--- config.mk ---
export PLATFORM = sky130hd
export DESIGN_NAME = lte_dl_iq_clip_flat
export DESIGN_NICKNAME = d
export VERILOG_FILES = /design/src/rtl/lte_dl_iq_clip_if.sv /design/src/rtl/lte_dl_iq_clip.sv /design/src/flat_wrapper.sv
export SDC_FILE = /design/constraint.sdc
export NUM_CORES = 1
export LEC_CHECK = 0
export CAP_MARGIN = 5
export CORE_MARGIN = 2
export CORE_UTILIZATION = 45
export DETAILED_ROUTE_END_ITERATION = 8
export GPL_TIMING_DRIVEN = 0
export SYNTH_ARGS = -nofsm -noshare
export SYNTH_HDL_FRONTEND = slang
export SYNTH_SLANG_ARGS = --single-unit
--- constraint.sdc ---
create_clock -name clk -period 41.2 [get_ports clk]
set_clock_uncertainty 0.15 [all_clocks]
set_input_delay 8.24 -clock clk [delete_from_list [all_inputs] [get_ports clk]]
set_output_delay 8.24 -clock clk [all_outputs]
set_load 0.02 [all_outputs]
--- src/rtl/lte_dl_iq_clip_if.sv ---
// lte_dl_iq_clip_if
// Sample stream bundle for the downlink IQ path: one 32-bit IQ sample per
// clock with its radio-frame header and antenna-0 slot marker.
//   fram_hd : radio-frame header pulse, aligned with the first frame sample
//   xant_hd : antenna-0 slot marker of each antenna group
//   data    : I[31:16], Q[15:0], two's complement
// The master modport drives the stream, the slave modport receives it.
interface lte_dl_iq_clip_if;
  logic        fram_hd;
  logic        xant_hd;
  logic [31:0] data;

  modport master (output fram_hd, output xant_hd, output data);
  modport slave  (input  fram_hd, input  xant_hd, input  data);
endinterface

--- src/rtl/lte_dl_iq_clip.sv ---
// lte_dl_iq_clip
// Per-antenna digital IQ clipper for the LTE downlink path (between the
// downlink AGC and the downlink delay stage). I and Q are hard-limited to a
// symmetric threshold, clipped samples are counted per antenna over each
// radio frame, and antenna-slot alignment of the TDM stream is checked.
// Ports:
//   clk, asy_rst  : system clock, asynchronous active-high reset
//   s_in          : input sample stream (fram_hd, xant_hd, data)
//   m_out         : output sample stream, 2-cycle fixed latency
//   i_clip_en     : 1 = clip and count, 0 = bit-exact pass-through
//   i_clip_thr    : clip threshold magnitude, taken at each frame header
//   i_err_clr     : clears o_align_err
//   i_cnt_raddr   : antenna index for the clip-count read
//   o_cnt_rdata   : previous-frame clip count of antenna i_cnt_raddr
//   o_align_err   : sticky antenna-misalignment flag
module lte_dl_iq_clip #(
  parameter int XNUM  = 8,
  parameter int CNT_W = 24
) (
  input  logic                clk,
  input  logic                asy_rst,
  lte_dl_iq_clip_if.slave     s_in,
  lte_dl_iq_clip_if.master    m_out,
  input  logic                i_clip_en,
  input  logic [15:0]         i_clip_thr,
  input  logic                i_err_clr,
  input  logic [2:0]          i_cnt_raddr,
  output logic [CNT_W-1:0]    o_cnt_rdata,
  output logic                o_align_err
);

  localparam int               IDX_W    = (XNUM > 1) ? $clog2(XNUM) : 1;
  localparam logic [IDX_W-1:0] IDX_LAST = IDX_W'(XNUM - 1);
  localparam logic [CNT_W-1:0] CNT_MAX  = '1;
  localparam logic [CNT_W-1:0] CNT_ONE  = CNT_W'(1);
  localparam logic [15:0]      THR_MAX  = 16'h7FFF;
  localparam logic [15:0]      THR_RST  = 16'h7FFF;

  // Stage-1 registers
  logic [31:0]      s1_data_q, s1_data_d;
  logic             s1_fram_q, s1_fram_d;
  logic             s1_xant_q, s1_xant_d;
  logic             s1_en_q, s1_en_d;
  logic [IDX_W-1:0] idx_q, idx_d;
  logic             synced_q, synced_d;
  logic             misalign_q, misalign_d;
  logic [15:0]      thr_q, thr_d;

  // Stage-2 registers
  logic [31:0]      out_data_q, out_data_d;
  logic             out_fram_q, out_fram_d;
  logic             out_xant_q, out_xant_d;
  logic             err_q, err_d;
  logic [CNT_W-1:0] rdata_q, rdata_d;
  logic [CNT_W-1:0] live_q [XNUM];
  logic [CNT_W-1:0] live_d [XNUM];
  logic [CNT_W-1:0] report_q [XNUM];
  logic [CNT_W-1:0] report_d [XNUM];

  logic [16:0] i_res;
  logic [16:0] q_res;
  logic        hit;
  logic        cnt_hit;

  // Symmetric hard limit of one 16-bit component; bit 16 flags a clip.
  // thr never exceeds 32767, so -thr is always representable.
  function automatic logic [16:0] clip16(input logic [15:0] x, input logic [15:0] thr);
    logic signed [16:0] xs;
    logic signed [16:0] ts;
    logic [16:0]        res;
    xs = {x[15], x};
    ts = {1'b0, thr};
    if (xs > ts) begin
      res = {1'b1, thr};
    end else if (xs < -ts) begin
      res = {1'b1, ~thr + 16'd1};
    end else begin
      res = {1'b0, x};
    end
    return res;
  endfunction

  // Stage 1: capture the sample, track the antenna slot, detect an early
  // antenna-0 marker, and shadow the threshold at the frame header so the
  // header sample and the rest of its frame see the same threshold.
  always_comb begin
    s1_data_d  = s_in.data;
    s1_fram_d  = s_in.fram_hd;
    s1_xant_d  = s_in.xant_hd;
    s1_en_d    = i_clip_en;
    synced_d   = synced_q;
    misalign_d = s_in.xant_hd && synced_q && (idx_q != IDX_LAST);
    if (s_in.xant_hd) begin
      idx_d    = '0;
      synced_d = 1'b1;
    end else if (idx_q == IDX_LAST) begin
      idx_d = '0;
    end else begin
      idx_d = idx_q + 1'b1;
    end
    thr_d = thr_q;
    if (s_in.fram_hd) begin
      thr_d = (i_clip_thr > THR_MAX) ? THR_MAX : i_clip_thr;
    end
  end

  // Stage 2: clip I and Q independently; a sample with either component
  // clipped is one hit. Disabled clipping passes the sample through intact.
  always_comb begin
    i_res      = clip16(s1_data_q[31:16], thr_q);
    q_res      = clip16(s1_data_q[15:0], thr_q);
    out_fram_d = s1_fram_q;
    out_xant_d = s1_xant_q;
    if (s1_en_q) begin
      out_data_d = {i_res[15:0], q_res[15:0]};
      hit        = i_res[16] | q_res[16];
    end else begin
      out_data_d = s1_data_q;
      hit        = 1'b0;
    end
    cnt_hit = hit && synced_q;
  end

  // Per-antenna counters. At the header sample the live counts move to the
  // report bank and restart; the header sample itself opens the new frame.
  always_comb begin
    live_d   = live_q;
    report_d = report_q;
    for (int k = 0; k < XNUM; k++) begin
      if (s1_fram_q) begin
        report_d[k] = live_q[k];
        live_d[k]   = (cnt_hit && (idx_q == IDX_W'(k))) ? CNT_ONE : '0;
      end else if (cnt_hit && (idx_q == IDX_W'(k)) && (live_q[k] != CNT_MAX)) begin
        live_d[k] = live_q[k] + CNT_ONE;
      end
    end
  end

  // Sticky misalignment flag aligned with the offending sample's output;
  // a new misalignment beats a simultaneous clear.
  always_comb begin
    err_d = misalign_q | (err_q & ~i_err_clr);
  end

  // Registered report read; addresses beyond the antenna count read 0.
  always_comb begin
    rdata_d = '0;
    for (int k = 0; k < XNUM; k++) begin
      if (int'(i_cnt_raddr) == k) begin
        rdata_d = report_q[k];
      end
    end
  end

  always_ff @(posedge clk or posedge asy_rst) begin
    if (asy_rst) begin
      s1_data_q  <= '0;
      s1_fram_q  <= 1'b0;
      s1_xant_q  <= 1'b0;
      s1_en_q    <= 1'b0;
      idx_q      <= '0;
      synced_q   <= 1'b0;
      misalign_q <= 1'b0;
      thr_q      <= THR_RST;
      out_data_q <= '0;
      out_fram_q <= 1'b0;
      out_xant_q <= 1'b0;
      err_q      <= 1'b0;
      rdata_q    <= '0;
      for (int k = 0; k < XNUM; k++) begin
        live_q[k]   <= '0;
        report_q[k] <= '0;
      end
    end else begin
      s1_data_q  <= s1_data_d;
      s1_fram_q  <= s1_fram_d;
      s1_xant_q  <= s1_xant_d;
      s1_en_q    <= s1_en_d;
      idx_q      <= idx_d;
      synced_q   <= synced_d;
      misalign_q <= misalign_d;
      thr_q      <= thr_d;
      out_data_q <= out_data_d;
      out_fram_q <= out_fram_d;
      out_xant_q <= out_xant_d;
      err_q      <= err_d;
      rdata_q    <= rdata_d;
      for (int k = 0; k < XNUM; k++) begin
        live_q[k]   <= live_d[k];
        report_q[k] <= report_d[k];
      end
    end
  end

  assign m_out.data    = out_data_q;
  assign m_out.fram_hd = out_fram_q;
  assign m_out.xant_hd = out_xant_q;
  assign o_cnt_rdata   = rdata_q;
  assign o_align_err   = err_q;

endmodule

--- src/flat_wrapper.sv ---
// flat-port wrapper written by rule: the top's interface ports become plain ports
module lte_dl_iq_clip_flat 
#(
  parameter int XNUM  = 8,
  parameter int CNT_W = 24
)
  (clk, asy_rst, i_clip_en, i_clip_thr, i_err_clr, i_cnt_raddr, o_cnt_rdata, o_align_err, s_in_fram_hd, s_in_xant_hd, s_in_data, m_out_fram_hd, m_out_xant_hd, m_out_data);
  lte_dl_iq_clip_if s_in_i ();
  lte_dl_iq_clip_if m_out_i ();
  input  logic clk;
  input  logic asy_rst;
  input  logic i_clip_en;
  input  logic [15:0] i_clip_thr;
  input  logic i_err_clr;
  input  logic [2:0] i_cnt_raddr;
  output logic [CNT_W-1:0] o_cnt_rdata;
  output logic o_align_err;
  input wire logic [$bits(s_in_i.fram_hd)-1:0] s_in_fram_hd;
  input wire logic [$bits(s_in_i.xant_hd)-1:0] s_in_xant_hd;
  input wire logic [$bits(s_in_i.data)-1:0] s_in_data;
  output wire logic [$bits(m_out_i.fram_hd)-1:0] m_out_fram_hd;
  output wire logic [$bits(m_out_i.xant_hd)-1:0] m_out_xant_hd;
  output wire logic [$bits(m_out_i.data)-1:0] m_out_data;
  assign s_in_i.fram_hd = s_in_fram_hd;
  assign s_in_i.xant_hd = s_in_xant_hd;
  assign s_in_i.data = s_in_data;
  assign m_out_fram_hd = m_out_i.fram_hd;
  assign m_out_xant_hd = m_out_i.xant_hd;
  assign m_out_data = m_out_i.data;
  lte_dl_iq_clip #(.XNUM(XNUM), .CNT_W(CNT_W)) u_core (.clk(clk), .asy_rst(asy_rst), .s_in(s_in_i), .m_out(m_out_i), .i_clip_en(i_clip_en), .i_clip_thr(i_clip_thr), .i_err_clr(i_err_clr), .i_cnt_raddr(i_cnt_raddr), .o_cnt_rdata(o_cnt_rdata), .o_align_err(o_align_err));
endmodule
==> results of run 1 <==
[cells by family after synthesis]
group,Yosys count,share of synthesized area
AOI/OAI and AO/OA,603,0.1501
xor gates and xnor gates,12,0.005188
adders and majority gates,78,0.03812
buffers and inverters,230,0.03705
DFF,499,0.4891
muxes,259,0.1147
and+or+nand+nor,761,0.1658
[registers in the layout, summed over array words and instances, names as in the netlist, 3 cells and up]
name and flops:
u_core.thr_q 16, u_core.m_out.data 32, u_core.s1_data_q 32, u_core.idx_q 3, u_core.o_cnt_rdata 24, u_core.report_q 192, u_core.live_q 192
[placed cells by master, fill, tap and decap left out, types with 8 or more instances in the layout]
master	count
buf_1	11
dfrtp_1	484
or3_1	15
nand2_1	163
buf_6	8
clkbuf_1	128
a21o_1	11
nor4_1	9
nand4_1	40
mux2_2	226
xnor2_1	9
nor2b_1	40
o2bb2ai_1	9
a21oi_1	206
or4_1	146
clkbuf_16	56
and3_1	42
nand2b_1	14
buf_2	19
clkbuf_8	15
ha_1	77
dfstp_2	15
and2_1	11
o211ai_1	26
a22oi_1	30
clkinv_2	10
and4_1	21
o21ai_0	101
o31ai_1	145
clkdlybuf4s50_1	114
nand3_1	104
a22o_1	11
inv_1	68
nor3_1	25
nor2_1	106
o221ai_1	9
mux2i_1	24
[cell type report]
cell class                      instances  share of cell area
Multi-Input combinational cell       1713              0.4077
Antenna cell                            3           0.0002527
Tap cell                              756             0.03184
Timing Repair Buffer                  119             0.04254
Clock inverter                         22            0.009686
Buffer                                160             0.02304
Sequential cell                       499              0.4209
Clock buffer                           77             0.05487
Inverter                               70            0.009097
[final timing paths]
kind	endpoint	slack [ns]	cells past startpoint
max	u_core.o_cnt_rdata[18]$_DFF_PP0_	30.20	9
min	u_core.m_out.xant_hd$_DFF_PP0_	0.20	0
max reg2reg	u_core.live_q[181]$_DFFE_PP0P_	34.20	19
min reg2reg	u_core.m_out.xant_hd$_DFF_PP0_	0.20	0
max in group asynchronous	u_core.live_q[184]$_DFFE_PP0P_	31.28	4
min in group asynchronous	u_core.o_cnt_rdata[18]$_DFF_PP0_	7.95	2
[power groups by stage]
stage | registers (mW) | clock network, mW | logic [mW]
after floorplan | 0.524 | 0 | 0.0753
after global placement | 0.520 | 0 | 0.145
after detailed placement | 0.519 | 0 | 0.148
after CTS | 0.511 | 0.530 | 0.148
after global routing | 0.512 | 0.551 | 0.161
final | 0.511 | 0.523 | 0.150
[per-layer routing]
metal  track usage  up-vias
met5             0        -
met1        0.4245    10920
met2        0.4599      966
met4        0.1129        2
li1              -     9558
met3       0.04287      167
[worst register-to-register path, stage by stage, from the launching register on]
cell and delay (ns):
dfstp_2 0.40, inv_1 0.16, ha_1 0.34, nor4b_1 0.95, and3_1 0.27, clkbuf_1 0.29, nand3_1 0.15, xnor2_1 0.32
inv_1 0.12, ha_1 0.29, nand4_1 0.21, a2111oi_0 0.43, o41a_1 0.26, o31a_1 0.21, o211a_1 0.21, and4_4 0.24
clkbuf_1 0.83, clkbuf_1 0.69, o21ai_0 0.20, a21oi_1 0.18
==> results.ini, run 1 <==
[synthesis]
synth_edf_count = 0
yosysUniqueCellTypes = 70
yosys-top-cells-count = dfrtp_1 (484), mux2_2 (226), a21oi_1 (206), nand2_1 (163), or4_1 (146)
syn_inst = 2442
synthMostInstantiatedCell = dfrtp_1
synth_seq_cells = 499
synth_nets = 2576
async_flop_share = 1.000
synth_area_um2 = 25570
synth.top_cell.area_share = 0.4737
yosys_most_used_dff = dfrtp_1
ys_warn_count = 0
synth-seq-area-share = 0.4891
yosys.area.top_type = dfrtp_1
avgSynthCellArea_um2 = 10.47
synthTopCellsByArea = dfrtp_1 (47%), mux2_2 (10%), or4_1 (4.3%), o31ai_1 (4.3%), a21oi_1 (4.0%)

[clock_tree]
postCtsResizedCells = 0
postCtsSetupRepairBufs = 0
clk_latency_ns = 0.64
clk_pin_slew_worst_paths_ns = 0.06
cts-hold-fix-buffers = 0
cts_buffers = 55
cts_tree = yes
clock_sinks = 499
cts_buffer_depth = 3
h-tree-depth = 2
root_buffer = clkbuf_16

[place]
port_buffers = 114
place.gp.congestion = 0.9829
place_inst = 3316
hpwl_um = 63670
dp_slack_ns = 29.59
placed_area_um2 = 27770

[critical_path]
r2r_start = u_core.thr_q[1]$_DFFE_PP1P_
crit_path_end_kind = flop
crit_start = i_cnt_raddr[0]
crit_path_frequent_cell = buf_1
critPathMaxStageDelay_ns = 0.75
crit_fanout = 10
cp.required_ns = 41.55
worstPathCellList = clkdlybuf4s50_1 > buf_1 > buf_1 > mux2i_1 > nor2_1 > a21oi_1 > o211ai_1 > o21ai_0 > nand2_1
slowest_stage = buf_1
critPathBufInv = 3
crit_family = buffers and inverters
critical_path_arrival_ns = 11.35
path_class = primary input to flop
startpoint_type = primary input

[sta]
finalHoldViolCount = 0
holdWs_ns = 0.2027
clock.fmax_mhz = 90.88
drv_slew = 0
setup_ws_ns = 30.20
rsz0062_at_grt = no
setup_violations = 0
worstMarginPinSlew_ns = 1.265
relSlewSlack = 0.1456
period_share = 0.2671
fin_setup_tns_ns = 0
finalCriticalPeriod_ns = 11.00

[global_route]
overflow = 0
grt_pass1_vias = 21170
grt_max_degree = 125
grt_pass1_wl_um = 133600
antenna_found_initial = 7
grt_use_total = 0.2976

[final_layout]
final_util = 0.5279
final_nets = 2752
regArea_um2 = 12510
fillers = 5023
drive_above_1_share = 0.1459
design_area_um2 = 29710
stdcell_count = 3419
multi_input_area_um2 = 12110
syn_to_final_growth_pct = 16.20

[route]
drt_iter0_markers = 2158
antenna_left = 0
vias = 21620
wl_per_cell_um = 25.62
dr.max_layer_used = met5
drtPass1Iterations = 6
met3_length_um = 6979
wl_um = 87600
post-route-drc-count = 0
wl_met2_um = 39650
wl_met1_um = 37780
viasPerCell = 6.322

[floorplanning]
dieArea_um2 = 58740
row_count = 87
ios = 116
core_um2 = 56280
die_h_um = 242.4
start_util = 0.4543
die_w_um = 242.4

[pwr]
leakage_nw = 12.71
finalPower_mw = 1.184
clkPwrFrac = 0.442
internal_power_mw = 0.8613
cellPowerDensity_nw_per_um2 = 39.86
combPwrFrac = 0.127
ir_worst_vdd_v = 0.00002915
power_switching_mw = 0.3229
seqPwrFrac = 0.431
swShare = 0.2726

[min_path]
worstHoldPathType = flop to flop
hold_path_startpoint = u_core.out_xant_d$_DFF_PP0_

[job]
maxCapViolCount = 0

[status]
run_status = finished, final reports clean

Power figures use the tool's default switching activity.
==> inputs of run 2 (changes only) <==
==> constraint.sdc (replaced) <==
create_clock -name clk -period 11.1 [get_ports clk]
set_clock_uncertainty 0.15 [all_clocks]
set_input_delay 2.22 -clock clk [delete_from_list [all_inputs] [get_ports clk]]
set_output_delay 2.22 -clock clk [all_outputs]
set_load 0.02 [all_outputs]
==> results.ini, run 2 (synthesis results as in run 1) <==
[clock_tree]
cts_buffer_depth = 3
root_buffer = clkbuf_16
clock_sinks = 499
cts_buffers = 55
postCtsResizedCells = 0
clk_pin_slew_worst_paths_ns = 0.06
postCtsSetupRepairBufs = 0
cts_tree = yes
cts-hold-fix-buffers = 0
h-tree-depth = 2
clk_latency_ns = 0.64

[place]
hpwl_um = 64410
dp_slack_ns = 4.396
place_inst = 3327
place.gp.congestion = 0.9572
port_buffers = 114

[final_layout]
final_nets = 2762
syn_to_final_growth_pct = 16.47
largestRegisters = u_core.live_q x192, u_core.report_q x192
fillers = 5047
mostFrequentLayoutCells = dfrtp_1 (484), mux2_2 (226), a21oi_1 (206)
stdcell_count = 3430
drive_above_1_share = 0.1468
final_common_cell = dfrtp_1

[pwr]
internal_power_mw = 3.113
clkPwrFrac = 0.429
swShare = 0.2772
seqPwrFrac = 0.440
combPwrFrac = 0.131
cellPowerDensity_nw_per_um2 = 144.6
leakage_nw = 12.72
power_switching_mw = 1.194
ir_worst_vdd_v = 0.0001096

[floorplanning]
die_h_um = 242.4
dieArea_um2 = 58740
row_count = 87
die_w_um = 242.4
start_util = 0.4543
core_um2 = 56280
ios = 116

[sta]
setup_violations = 0
drv_slew = 0
period_share = 0.6185
setup_ws_ns = 4.235
clock.fmax_mhz = 145.7
holdWs_ns = 0.1988
worstMarginPinSlew_ns = 1.290
finalCriticalPeriod_ns = 6.865
finalHoldViolCount = 0
relSlewSlack = 0.1401
rsz0062_at_grt = no

[global_route]
grt_pass1_vias = 21120
grt_max_degree = 45
antenna_found_initial = 1
grt_pass1_wl_um = 132700
grt_use_total = 0.2954
overflow = 0

[route]
viasPerCell = 6.288
drt_iter0_markers = 2119
vias = 21570
antenna_left = 0
wl_um = 87220
post-route-drc-count = 0
drtPass1Iterations = 6
wl_per_cell_um = 25.43

[critical_path]
cp.required_ns = 11.52
critical_path_arrival_ns = 7.28
crit_fanout = 10
worstReg2RegEnd = u_core.live_q[24]$_DFFE_PP0P_
path_class = flop to flop
startpoint_type = flop
worstPathCellList = inv_1 > ha_1 > nor4b_1 > and3_1 > clkbuf_1 > nand3_1 > xnor2_1 > inv_1 > ha_1 > nand4_1 > a2111oi_0 > o41a_1 > o31a_1 > o211a_1 > and4_4 > clkbuf_1 > clkbuf_1 > o21ai_0 > nand3_1
ff2ff_path_depth = 19
r2r_start = u_core.thr_q[1]$_DFFE_PP1P_
r2r_slack_ns = 4.23
slowest_stage = nor4b_1
critPathMaxStageDelay_ns = 0.88
crit_path_end_kind = flop
crit_path_frequent_cell = clkbuf_1

[status]
run_status = finished, final reports clean

[min_path]
hold_depth = 0
worstHoldPathType = flop to flop
hold_path_startpoint = u_core.out_xant_d$_DFF_PP0_
hold-path-endpoint = u_core.m_out.xant_hd$_DFF_PP0_

[job]
maxCapViolCount = 0

==> run 2: cell count changes in the layout (fill, tap and decap cells not counted), sizes merged <==
| cell | change |
|---|---|
| bufinv | -2 |
| clkbuf | +1 |
| clkinv | +2 |
| dlymetal6s2s | -1 |
| buf | +11 |
==> run 2: layout make-up <==
cell class / count / area (um^2) / share of cell area
sequential: 499 / 12510 / 0.4200
antenna: 3 / 7.507 / 0.0002521
clock inverter: 22 / 260.3 / 0.008739
tap: 756 / 945.9 / 0.03176
clock buffer: 78 / 1553 / 0.05214
inverter: 70 / 266.5 / 0.008950
multi-input combinational: 1713 / 12110 / 0.4068
timing repair buffer: 129 / 1441 / 0.04840
buffer: 160 / 684.4 / 0.02298
==> run 2: stage by stage <==
step	instance area (um^2)	util	setup TNS [ns]	power (mW)
6_report	29780	0.5291	0	4.307
5_1_grt	29770	0.5290	0	4.451
4_1_cts	29770	0.5290	0	4.326
3_5_place_dp	27960	0.4968	0	2.483
3_3_place_gp	27660	0.4915	-598.36	2.468
2_1_floorplan	25570	-	0	2.224
==> run 2: how the worst max path moves through the flow <==
stage / from / slack, ns / end
floorplan: asy_rst / 1.97 / u_core.idx_q[0]$_DFF_PP0_
global placement: asy_rst / -1.30 / u_core.report_q[185]$_DFFE_PP0P_
detailed placement: u_core.thr_q[1]$_DFFE_PP1P_ / 4.40 / u_core.live_q[49]$_DFFE_PP0P_
CTS: u_core.thr_q[1]$_DFFE_PP1P_ / 4.33 / u_core.live_q[49]$_DFFE_PP0P_
global route: u_core.thr_q[1]$_DFFE_PP1P_ / 3.93 / u_core.live_q[168]$_DFFE_PP0P_
finish: u_core.thr_q[1]$_DFFE_PP1P_ / 4.23 / u_core.live_q[24]$_DFFE_PP0P_
==> run 2: critical path: cells and delay by family (launching register included) <==
| kind | cells | cell delay [ns] |
|---|---|---|
| simple gates | 6 | 1.90 |
| flops | 1 | 0.40 |
| xor+xnor | 1 | 0.32 |
| buf+inv | 5 | 2.10 |
| compound gates | 5 | 1.29 |
| fa+ha+maj | 2 | 0.64 |
==> run 2: layer usage <==
layer,track usage,wire (um)
met5,0,0
met4,0.1011,3125
met3,0.04121,6154
met2,0.4595,39370
met1,0.4242,38580
==> run 2: power by group through the flow <==
stage	clock [mW]	combinational (mW)	sequential, mW
CTS	1.87	0.559	1.89
finish	1.85	0.564	1.90
global placement	0	0.538	1.93
floorplan	0	0.280	1.94
global route	1.95	0.605	1.90
detailed placement	0	0.556	1.93
